<file path="config.mk">
export PLATFORM = sky130hd
export DESIGN_NAME = inst_fetch
export DESIGN_NICKNAME = d
export VERILOG_FILES = /design/src/rtl/inst_fetch_pkg.sv /design/src/rtl/inst_fetch_ir_fifo.sv /design/src/rtl/inst_fetch.sv
export SDC_FILE = /design/constraint.sdc
export NUM_CORES = 1
export LEC_CHECK = 0
export ABC_AREA = 1
export CORE_ASPECT_RATIO = 1.25
export CORE_UTILIZATION = 25
export DETAILED_ROUTE_END_ITERATION = 6
export SLEW_MARGIN = 20
export SYNTH_ARGS = -nofsm -noshare
export SYNTH_HDL_FRONTEND = slang
export SYNTH_SLANG_ARGS = --single-unit
export TNS_END_PERCENT = 1
</file>
<file path="constraint.sdc">
create_clock -name clk -period 3 [get_ports clk]
set_clock_uncertainty 0.05 [all_clocks]
set_input_delay 0.6 -clock clk [delete_from_list [all_inputs] [get_ports clk]]
set_output_delay 0.6 -clock clk [all_outputs]
set_load 0.05 [all_outputs]
</file>
<file path="src/rtl/inst_fetch_pkg.sv">
// Shared definitions for the instruction fetch stage: IR field layout, opcodes,
// fetch FSM states and IR buffer sizing.
package inst_fetch_pkg;

  localparam int unsigned IR_W       = 32;
  localparam int unsigned FIFO_DEPTH = 2;
  localparam int unsigned CNT_W      = $clog2(FIFO_DEPTH + 1);

  // IR field positions
  localparam int unsigned OPCODE_LSB   = 27;
  localparam int unsigned OPCODE_W     = 5;
  localparam int unsigned RDST_LSB     = 22;
  localparam int unsigned RSRC1_LSB    = 17;
  localparam int unsigned IMM_MODE_BIT = 16;
  localparam int unsigned RSRC2_LSB    = 11;
  localparam int unsigned REG_W        = 5;
  localparam int unsigned ISRC_LSB     = 0;
  localparam int unsigned ISRC_W       = 16;

  typedef enum logic [4:0] {
    OP_MOVSGPR = 5'd0,
    OP_MOV     = 5'd1,
    OP_ADD     = 5'd2,
    OP_SUB     = 5'd3,
    OP_MUL     = 5'd4
  } opcode_e;

  typedef enum logic [1:0] {
    RESET_WAIT = 2'd0,
    RUN        = 2'd1,
    HALTED     = 2'd2
  } fetch_state_e;

  typedef struct packed {
    logic [OPCODE_W-1:0] opcode;
    logic [REG_W-1:0]    rdst;
    logic [REG_W-1:0]    rsrc1;
    logic                imm_mode;
    logic [REG_W-1:0]    rsrc2;
    logic [ISRC_W-1:0]   isrc;
  } ir_fields_t;

  // Split an instruction word into its named fields (rsrc2 overlaps isrc).
  function automatic ir_fields_t decode_ir(input logic [IR_W-1:0] w);
    ir_fields_t f;
    f.opcode   = w[OPCODE_LSB +: OPCODE_W];
    f.rdst     = w[RDST_LSB +: REG_W];
    f.rsrc1    = w[RSRC1_LSB +: REG_W];
    f.imm_mode = w[IMM_MODE_BIT];
    f.rsrc2    = w[RSRC2_LSB +: REG_W];
    f.isrc     = w[ISRC_LSB +: ISRC_W];
    return f;
  endfunction

endpackage

</file>
<file path="src/rtl/inst_fetch_ir_fifo.sv">
// Two-entry shift buffer of fetched {word, pc}; slot 0 is the head driven to execute.
module ir_fifo
  import inst_fetch_pkg::*;
#(
  parameter int unsigned W = 48
) (
  input  logic             clk,
  input  logic             rst_n,
  input  logic             push,
  input  logic             pop,
  input  logic             flush,
  input  logic [W-1:0]     din,
  output logic [W-1:0]     head,
  output logic             valid,
  output logic [CNT_W-1:0] count
);

  localparam logic [CNT_W-1:0] FULL = CNT_W'(FIFO_DEPTH);

  logic [W-1:0]     tail;
  logic [W-1:0]     head_d;
  logic [W-1:0]     tail_d;
  logic [CNT_W-1:0] count_d;
  logic             do_push;
  logic             do_pop;

  // Pop shifts tail forward first, so a same-cycle push lands behind any survivor.
  always_comb begin
    do_pop  = pop && (count != '0);
    do_push = push && ((count != FULL) || do_pop);
    head_d  = head;
    tail_d  = tail;
    count_d = count;
    if (flush) begin
      count_d = '0;
    end else begin
      if (do_pop) begin
        head_d  = tail;
        count_d = count - CNT_W'(1);
      end
      if (do_push) begin
        if (count_d == '0) head_d = din;
        else               tail_d = din;
        count_d = count_d + CNT_W'(1);
      end
    end
  end

  always_ff @(posedge clk or negedge rst_n) begin
    if (!rst_n) begin
      head  <= '0;
      tail  <= '0;
      count <= '0;
      valid <= 1'b0;
    end else begin
      head  <= head_d;
      tail  <= tail_d;
      count <= count_d;
      valid <= (count_d != '0);
    end
  end

endmodule

</file>
<file path="src/rtl/inst_fetch.sv">
// Instruction fetch stage: issues word reads to a one-cycle memory, buffers
// returns in a 2-entry IR buffer and presents them to execute with valid/ready.
module inst_fetch
  import inst_fetch_pkg::*;
#(
  parameter int unsigned    PC_W   = 16,
  parameter logic [PC_W-1:0] RST_PC = '0
) (
  input  logic            clk,
  input  logic            sys_rst,
  output logic            imem_en,
  output logic [PC_W-1:0] imem_addr,
  input  logic [31:0]     imem_rdata,
  output logic [31:0]     ir,
  output logic [PC_W-1:0] ir_pc,
  output logic            ir_valid,
  input  logic            ir_ready,
  input  logic            redirect,
  input  logic [PC_W-1:0] redirect_pc,
  input  logic            halt
);

  localparam int unsigned ENT_W = IR_W + PC_W;
  localparam int unsigned OCC_W = CNT_W + 1;

  fetch_state_e     state;
  logic [PC_W-1:0]  pc;
  logic [PC_W-1:0]  req_pc;
  logic             in_flight;
  logic             discard;
  logic [CNT_W-1:0] count;
  logic [ENT_W-1:0] head;
  logic             pop_c;
  logic             land_c;
  logic             room_c;
  logic             issue_c;
  logic [OCC_W-1:0] occ_c;

  // Issue only if the buffer can absorb everything already owed to it.
  always_comb begin
    pop_c   = ir_valid & ir_ready;
    land_c  = in_flight & ~discard & ~redirect;
    occ_c   = OCC_W'(count) + OCC_W'(in_flight & ~discard) - OCC_W'(pop_c);
    room_c  = (occ_c < OCC_W'(FIFO_DEPTH));
    issue_c = (state != RESET_WAIT) & ~halt & ~redirect & room_c;
  end

  assign imem_en   = issue_c;
  assign imem_addr = pc;

  always_ff @(posedge clk or negedge sys_rst) begin
    if (!sys_rst) begin
      state <= RESET_WAIT;
    end else begin
      case (state)
        RESET_WAIT: state <= RUN;
        RUN:        if (halt) state <= HALTED;
        HALTED:     if (!halt) state <= RUN;
        default:    state <= RESET_WAIT;
      endcase
    end
  end

  // Responses landing in or just after a redirect belong to the old stream.
  always_ff @(posedge clk or negedge sys_rst) begin
    if (!sys_rst) begin
      pc        <= RST_PC;
      req_pc    <= RST_PC;
      in_flight <= 1'b0;
      discard   <= 1'b0;
    end else begin
      in_flight <= issue_c;
      discard   <= redirect;
      if (issue_c) req_pc <= pc;
      if (redirect)     pc <= redirect_pc;
      else if (issue_c) pc <= pc + PC_W'(1);
    end
  end

  ir_fifo #(
    .W(ENT_W)
  ) u_ir_fifo (
    .clk  (clk),
    .rst_n(sys_rst),
    .push (land_c),
    .pop  (pop_c),
    .flush(redirect),
    .din  ({imem_rdata, req_pc}),
    .head (head),
    .valid(ir_valid),
    .count(count)
  );

  assign ir    = head[ENT_W-1:PC_W];
  assign ir_pc = head[PC_W-1:0];

endmodule

</file>
==> metrics, run 1 <==
clock tree buffer depth 2; PnR worst setup slack -0.0397 ns; core region area 27800 µm²; Root Driver clkbuf_16; Setup crit end kind output port; WHS 0.0898 ns; first-pass GRT wire length 34600 µm; Vias/cell 4.58; CP required 2.35 ns; FMAX 329 MHz; Yosys cell types 26; Max FO, Critical Path 2; aggregate global-route resource usage 15.0%; H-tree levels 4; cells after synthesis 1005; row cnt 68; Layout fillers 2876; syn avg cell area 7.09 µm²; Clock transition at path regs 0.06 ns; #FFs+latches synth 135; IO Pins 119; # setup viols final 1; clk_lat worst skew 0.42 ns; Initial Util 25.6%; initial antenna violation count 0; drt first pass iters 5; Setup CP Type register to output port; shortest period the worst path allows 3.04 ns; cts bufs inserted 17; reg2reg start u_ir_fifo.valid$_DFF_PN0_; vias in the first global route 6610; slew at the pin with the worst max-slew slack 0.787 ns; diode count 0; worst slack, placed -0.701 ns; GPL Wtd Cong 0.841; RSZ-0062 raised after global routing true; Total Routed Length 20900 µm; drt drc 0; Final nets 1167; max-cap violations 0; flop-to-flop setup slack 0.27 ns; Mapped Nets 1064; detailed-placement wirelength estimate 13600 µm; die width 153 µm; placed insts 1438; status finished, violations left; die area 29200 µm²; fin. max-slew vios 0; CP Launch Type register; r2r worst-path depth 12; overall power 7.24 mW; Final Hold Viols 0; Tcrit/Tclk final 101%; CTS tree done; Non-Filler Instances 1471; Die Height 191 µm; initial DRC count 439; Congestion Overflow GR 0; sequential area share after synthesis 47.4%; Sink Count 135; Layout Area Growth over Synthesis 31.5%; failing checks negative setup slack; PwrDens 772 nW/µm²; Peak VDD IR 0.000296 V; Slew headroom 47.5%; Mapped Area 7130 µm²; LEAKAGE 4.82 nW; via count 6741; WP data arrival 2.39 ns; largest net degree at the start of global routing 67; Routed WL per cell 14.2 µm; capture point of the worst reg-to-reg path imem_addr[0]$_DFFE_PN0P_; ratio of cells with drive above 1 in the final layout 7.31%; Hold Path Class input port to asynchronous set/reset pin; synth warn 0; CTS Hold Bufs 0; Detail Route Antenna Nets 0; port buffer count 118
-- cells in the mapped netlist (all sizes together) --
cell      n  area share, %
or2       3           0.26
ha        5           0.88
o21bai    1           0.11
nor2     23            1.2
nor3      1          0.070
clkbuf   37            1.9
xnor2     1           0.12
buf      23            1.9
nand2   437             23
inv     124            6.5
nand4    54            4.7
dfrtp   135             47
xor2      2           0.25
nand3    91            6.5
fa        1           0.28
o21ai    65            4.6
nand3b    1           0.11
a21oi     1          0.070
-- worst max path at each step --
| stage | slack (ns) | to | start | cells past startpoint |
|---|---|---|---|---|
| after floorplan | 0.03 | imem_en | ir_ready | 9 |
| after global placement | -0.69 | imem_addr[5]$_DFFE_PN0P_ | ir_ready | 14 |
| after detailed placement | -0.70 | imem_addr[12]$_DFFE_PN0P_ | ir_ready | 14 |
| after CTS | -0.07 | imem_en | u_ir_fifo.valid$_DFF_PN0_ | 8 |
| after global routing | -0.14 | imem_en | u_ir_fifo.valid$_DFF_PN0_ | 9 |
| final | -0.04 | imem_en | u_ir_fifo.valid$_DFF_PN0_ | 8 |
-- state kept, by name (all words and copies together), names as in the netlist --
register	cells
req_pc	16
u_ir_fifo.valid	1
state	2
u_ir_fifo.head	48
in_flight	1
u_ir_fifo.count	2
imem_addr	16
u_ir_fifo.tail	48
discard	1
-- cells in the final DEF (no fill, tap or decap), types with 2 or more instances in the layout --
| cell | synthesis | routed |
|---|---|---|
| buf_12 | 0 | 5 |
| buf_4 | 0 | 22 |
| clkbuf_16 | 0 | 17 |
| clkdlybuf4s50_1 | 0 | 114 |
| clkinv_4 | 0 | 3 |
| dfrtp_1 | 135 | 134 |
| ha_1 | 5 | 3 |
| inv_1 | 123 | 120 |
| inv_2 | 1 | 4 |
| inv_6 | 0 | 4 |
| inv_8 | 0 | 5 |
| nand2_1 | 436 | 435 |
| nand3_1 | 90 | 88 |
| nand3_2 | 1 | 3 |
| nand4_1 | 54 | 54 |
| nor2_1 | 22 | 19 |
| nor2_4 | 0 | 3 |
| o21ai_0 | 25 | 25 |
| o21ai_1 | 40 | 40 |
| or2_4 | 0 | 2 |
| xor2_1 | 2 | 2 |
-- stage by stage --
stage / utilization (%) / TNS, ns / area, µm²
finish: 33.7 / -0.0397 / 9370
global route: 33.7 / -0.143 / 9370
CTS: 33.7 / -0.0681 / 9370
detailed placement: 31.4 / -17.95 / 8750
global placement: 31.4 / -17.93 / 8750
floorplan: - / 0 / 7140
-- power by group --
group	switching [mW]	total, mW	internal, mW
Combinational	1.64	2.49	0.854
Sequential	0.345	2.64	2.30
Clock	0.927	2.11	1.18
Total	2.91	7.24	4.33
-- kinds of logic (layout without fill, tap and decap cells) --
group	after synthesis	count (layout)	synth area share, %
simple gates	610	610	35.9
buf+inv	184	300	10.4
flops	135	135	47.4
compound gates	67	67	4.74
fa+ha+maj	6	6	1.16
xor+xnor	3	3	0.369
-- layout make-up --
type / instances / area (µm²) / area share (%)
flip-flops and latches: 135 / 3380 / 36.1
well taps: 350 / 438 / 4.67
clock buffers: 17 / 425 / 4.54
clock inverters: 15 / 160 / 1.71
multi-input cells: 686 / 3070 / 32.8
repair buffers: 144 / 1430 / 15.3
inverters: 124 / 465 / 4.97
-- routing by layer --
layer  up-vias  track usage (%)  share of wire (%)
met2       215             25.1                 49
met4         0             5.48                1.4
met1      3148             19.1                 45
li1       3357                -                  -
met3        21             2.98                5.4
met5         -                0                  0
-- critical path: stages (launching register included) --
cell and delay (ns):
dfrtp_2 0.42, nand2_4 0.09, inv_2 0.05, ha_4 0.20
or2_4 0.23, fa_2 0.57, nand3_2 0.09, nor2_4 0.18
buf_12 0.16
-- repair_timing --
item | CTS | global route
pin swaps | 5 | 0
setup endpoints to repair | 31 | 13
setup buffers | 1 | 0
gates cloned | 0 | 0
endpoints found under the hold margin | 0 | 0
gates resized for setup | 11 | 1
Power figures use the tool's default switching activity.
==> run 2, diff against run 1 <==
PLACE_DENSITY = 0.53   (was unset)
TNS_END_PERCENT = 20   (was 1)
==> run 2 against run 1 <==
Against the previous run: the flow still finishes with violations (negative setup slack); non-clock buffer count unchanged; total power up 0.51%; count of clock-buffer cells in the layout up 2; setup slack worse by 0.056 ns; sequential share of layout area about the same.
==> metrics, run 2 (synthesis gave the netlist of run 1 again) <==
Detail Route Antenna Nets 0; cts bufs inserted 17; Max FO, Critical Path 3; WP data arrival 2.45 ns; Hold Path Class input port to asynchronous set/reset pin; Root Driver clkbuf_16; IO Pins 119; aggregate global-route resource usage 15.3%; Final Hold Viols 0; RSZ-0062 raised after global routing true; core region area 27800 µm²; flop-to-flop setup slack 0.23 ns; GPL Wtd Cong 0.814; CP Launch Type input port; H-tree levels 4; combinational share of power 34.2%; initial antenna violation count 0; Clk pwr share 29.6%; initial DRC count 355; Clock transition at path regs 0.06 ns; commonest non-fill, non-tap cell in the layout nand2_1; ratio of cells with drive above 1 in the final layout 7.31%; Routed WL per cell 14.4 µm; Layout Area Growth over Synthesis 31.5%; die width 153 µm; PwrDens 776 nW/µm²; largest net degree at the start of global routing 69; die area 29200 µm²; status finished, violations left; Congestion Overflow GR 0; shortest period the worst path allows 3.10 ns; Setup CP Type input port to output port; Die Height 191 µm; row cnt 68; internal power 4.42 mW; port buffer count 118; Final nets 1167; diode count 0; CTS Hold Bufs 0; clk_lat worst skew 0.43 ns; via count 6627; fin. max-slew vios 0; first-pass GRT wire length 34700 µm; Flop pwr share 36.2%; vias in the first global route 6541; drt first pass iters 5; Slew headroom 51.9%; PnR worst setup slack -0.0959 ns; max-cap violations 0; overall power 7.28 mW; slew at the pin with the worst max-slew slack 0.721 ns; LEAKAGE 4.81 nW; CTS tree done; failing checks negative setup slack; detailed-placement wirelength estimate 13500 µm; Setup crit end kind output port; # setup viols final 1; CP required 2.35 ns; Psw 2.86 mW; Net Sw Frac 39.3%; most frequent cells in the layout 435 x nand2_1, 134 x dfrtp_1, 120 x inv_1; FMAX 323 MHz; Sink Count 135; Total Routed Length 21200 µm; Peak VDD IR 0.000259 V; Initial Util 25.6%; drt drc 0; top flop regs u_ir_fifo.head (48), u_ir_fifo.tail (48); Vias/cell 4.51; clock tree buffer depth 2; worst slack, placed -0.600 ns; Tcrit/Tclk final 103%
[run 2: cell types whose count changed in the layout (fill, tap and decap cells not counted), sizes merged]
| cell | previous run | this run |
|---|---|---|
| clkbuf | 17 | 19 |
| bufinv | 1 | 2 |
| inv | 133 | 132 |
| clkinv | 4 | 2 |
[run 2: power groups by stage]
stage                     Clock (mW)  Combinational [mW]  Sequential, mW
after global placement             0                2.47            2.67
after detailed placement           0                2.50            2.67
after global routing            2.30                2.74            2.71
after floorplan                    0               0.902            3.36
final                           2.15                2.49            2.64
after CTS                       2.23                2.52            2.64
[run 2: worst paths after layout]
| path | end | cells past startpoint | start |
|---|---|---|---|
| setup / recovery | imem_en | 9 | ir_ready |
| hold / removal | u_ir_fifo.head[16]$_DFFE_PN0N_ | 1 | sys_rst |
| setup reg to reg | imem_addr[0]$_DFFE_PN0P_ | 12 | u_ir_fifo.valid$_DFF_PN0_ |
| hold reg to reg | u_ir_fifo.tail[1]$_DFFE_PN0P_ | 2 | u_ir_fifo.tail[1]$_DFFE_PN0P_ |
| max in group asynchronous | u_ir_fifo.tail[9]$_DFFE_PN0P_ | 2 | sys_rst |
| min in group clk | u_ir_fifo.tail[1]$_DFFE_PN0P_ | 2 | u_ir_fifo.tail[1]$_DFFE_PN0P_ |
[run 2: routing by layer]
layer	track usage, %	share of wire [%]	vias to the layer above
met3	2.91	4.1	28
li1	-	-	3343
met5	0	0	-
met2	24.8	47	178
met4	6.68	2.2	0
met1	19.9	47	3078
[run 2: timing repair]
| action | 4_1_cts | 5_1_grt |
|---|---|---|
| gates cloned | 0 | 0 |
| buffers inserted | 2 | 0 |
| gates resized for setup | 10 | 2 |
| endpoints found under the setup margin | 14 | 13 |
| pin swaps | 7 | 4 |
[run 2: stage by stage]
stage,util [%],setup TNS [ns],instances,instance area (µm²),hold WS (ns)
floorplan,-,0,1005,7140,0.254
detailed placement,31.4,-15.87,1437,8730,0.423
finish,33.7,-0.0959,1471,9380,0.126
CTS,33.7,-0.102,1471,9370,0.141
global placement,31.4,-15.11,1437,8730,0.417
global route,33.7,-0.177,1471,9380,0.174
[run 2: critical path, cell delays in order]
cell	delay [ns]
clkdlybuf4s15_2	0.22
nand2_2	0.09
inv_2	0.04
ha_4	0.20
or2_4	0.24
fa_2	0.55
nand3_2	0.09
nor2_4	0.24
buf_12	0.17
[run 2: cell type report]
type,instances,area [µm²]
fillers,2888,18400
flip-flops and latches,135,3380
multi-input cells,686,3070
repair buffers,144,1420
inverters,124,465
clock buffers,19,443
well taps,350,438
clock inverters,13,158
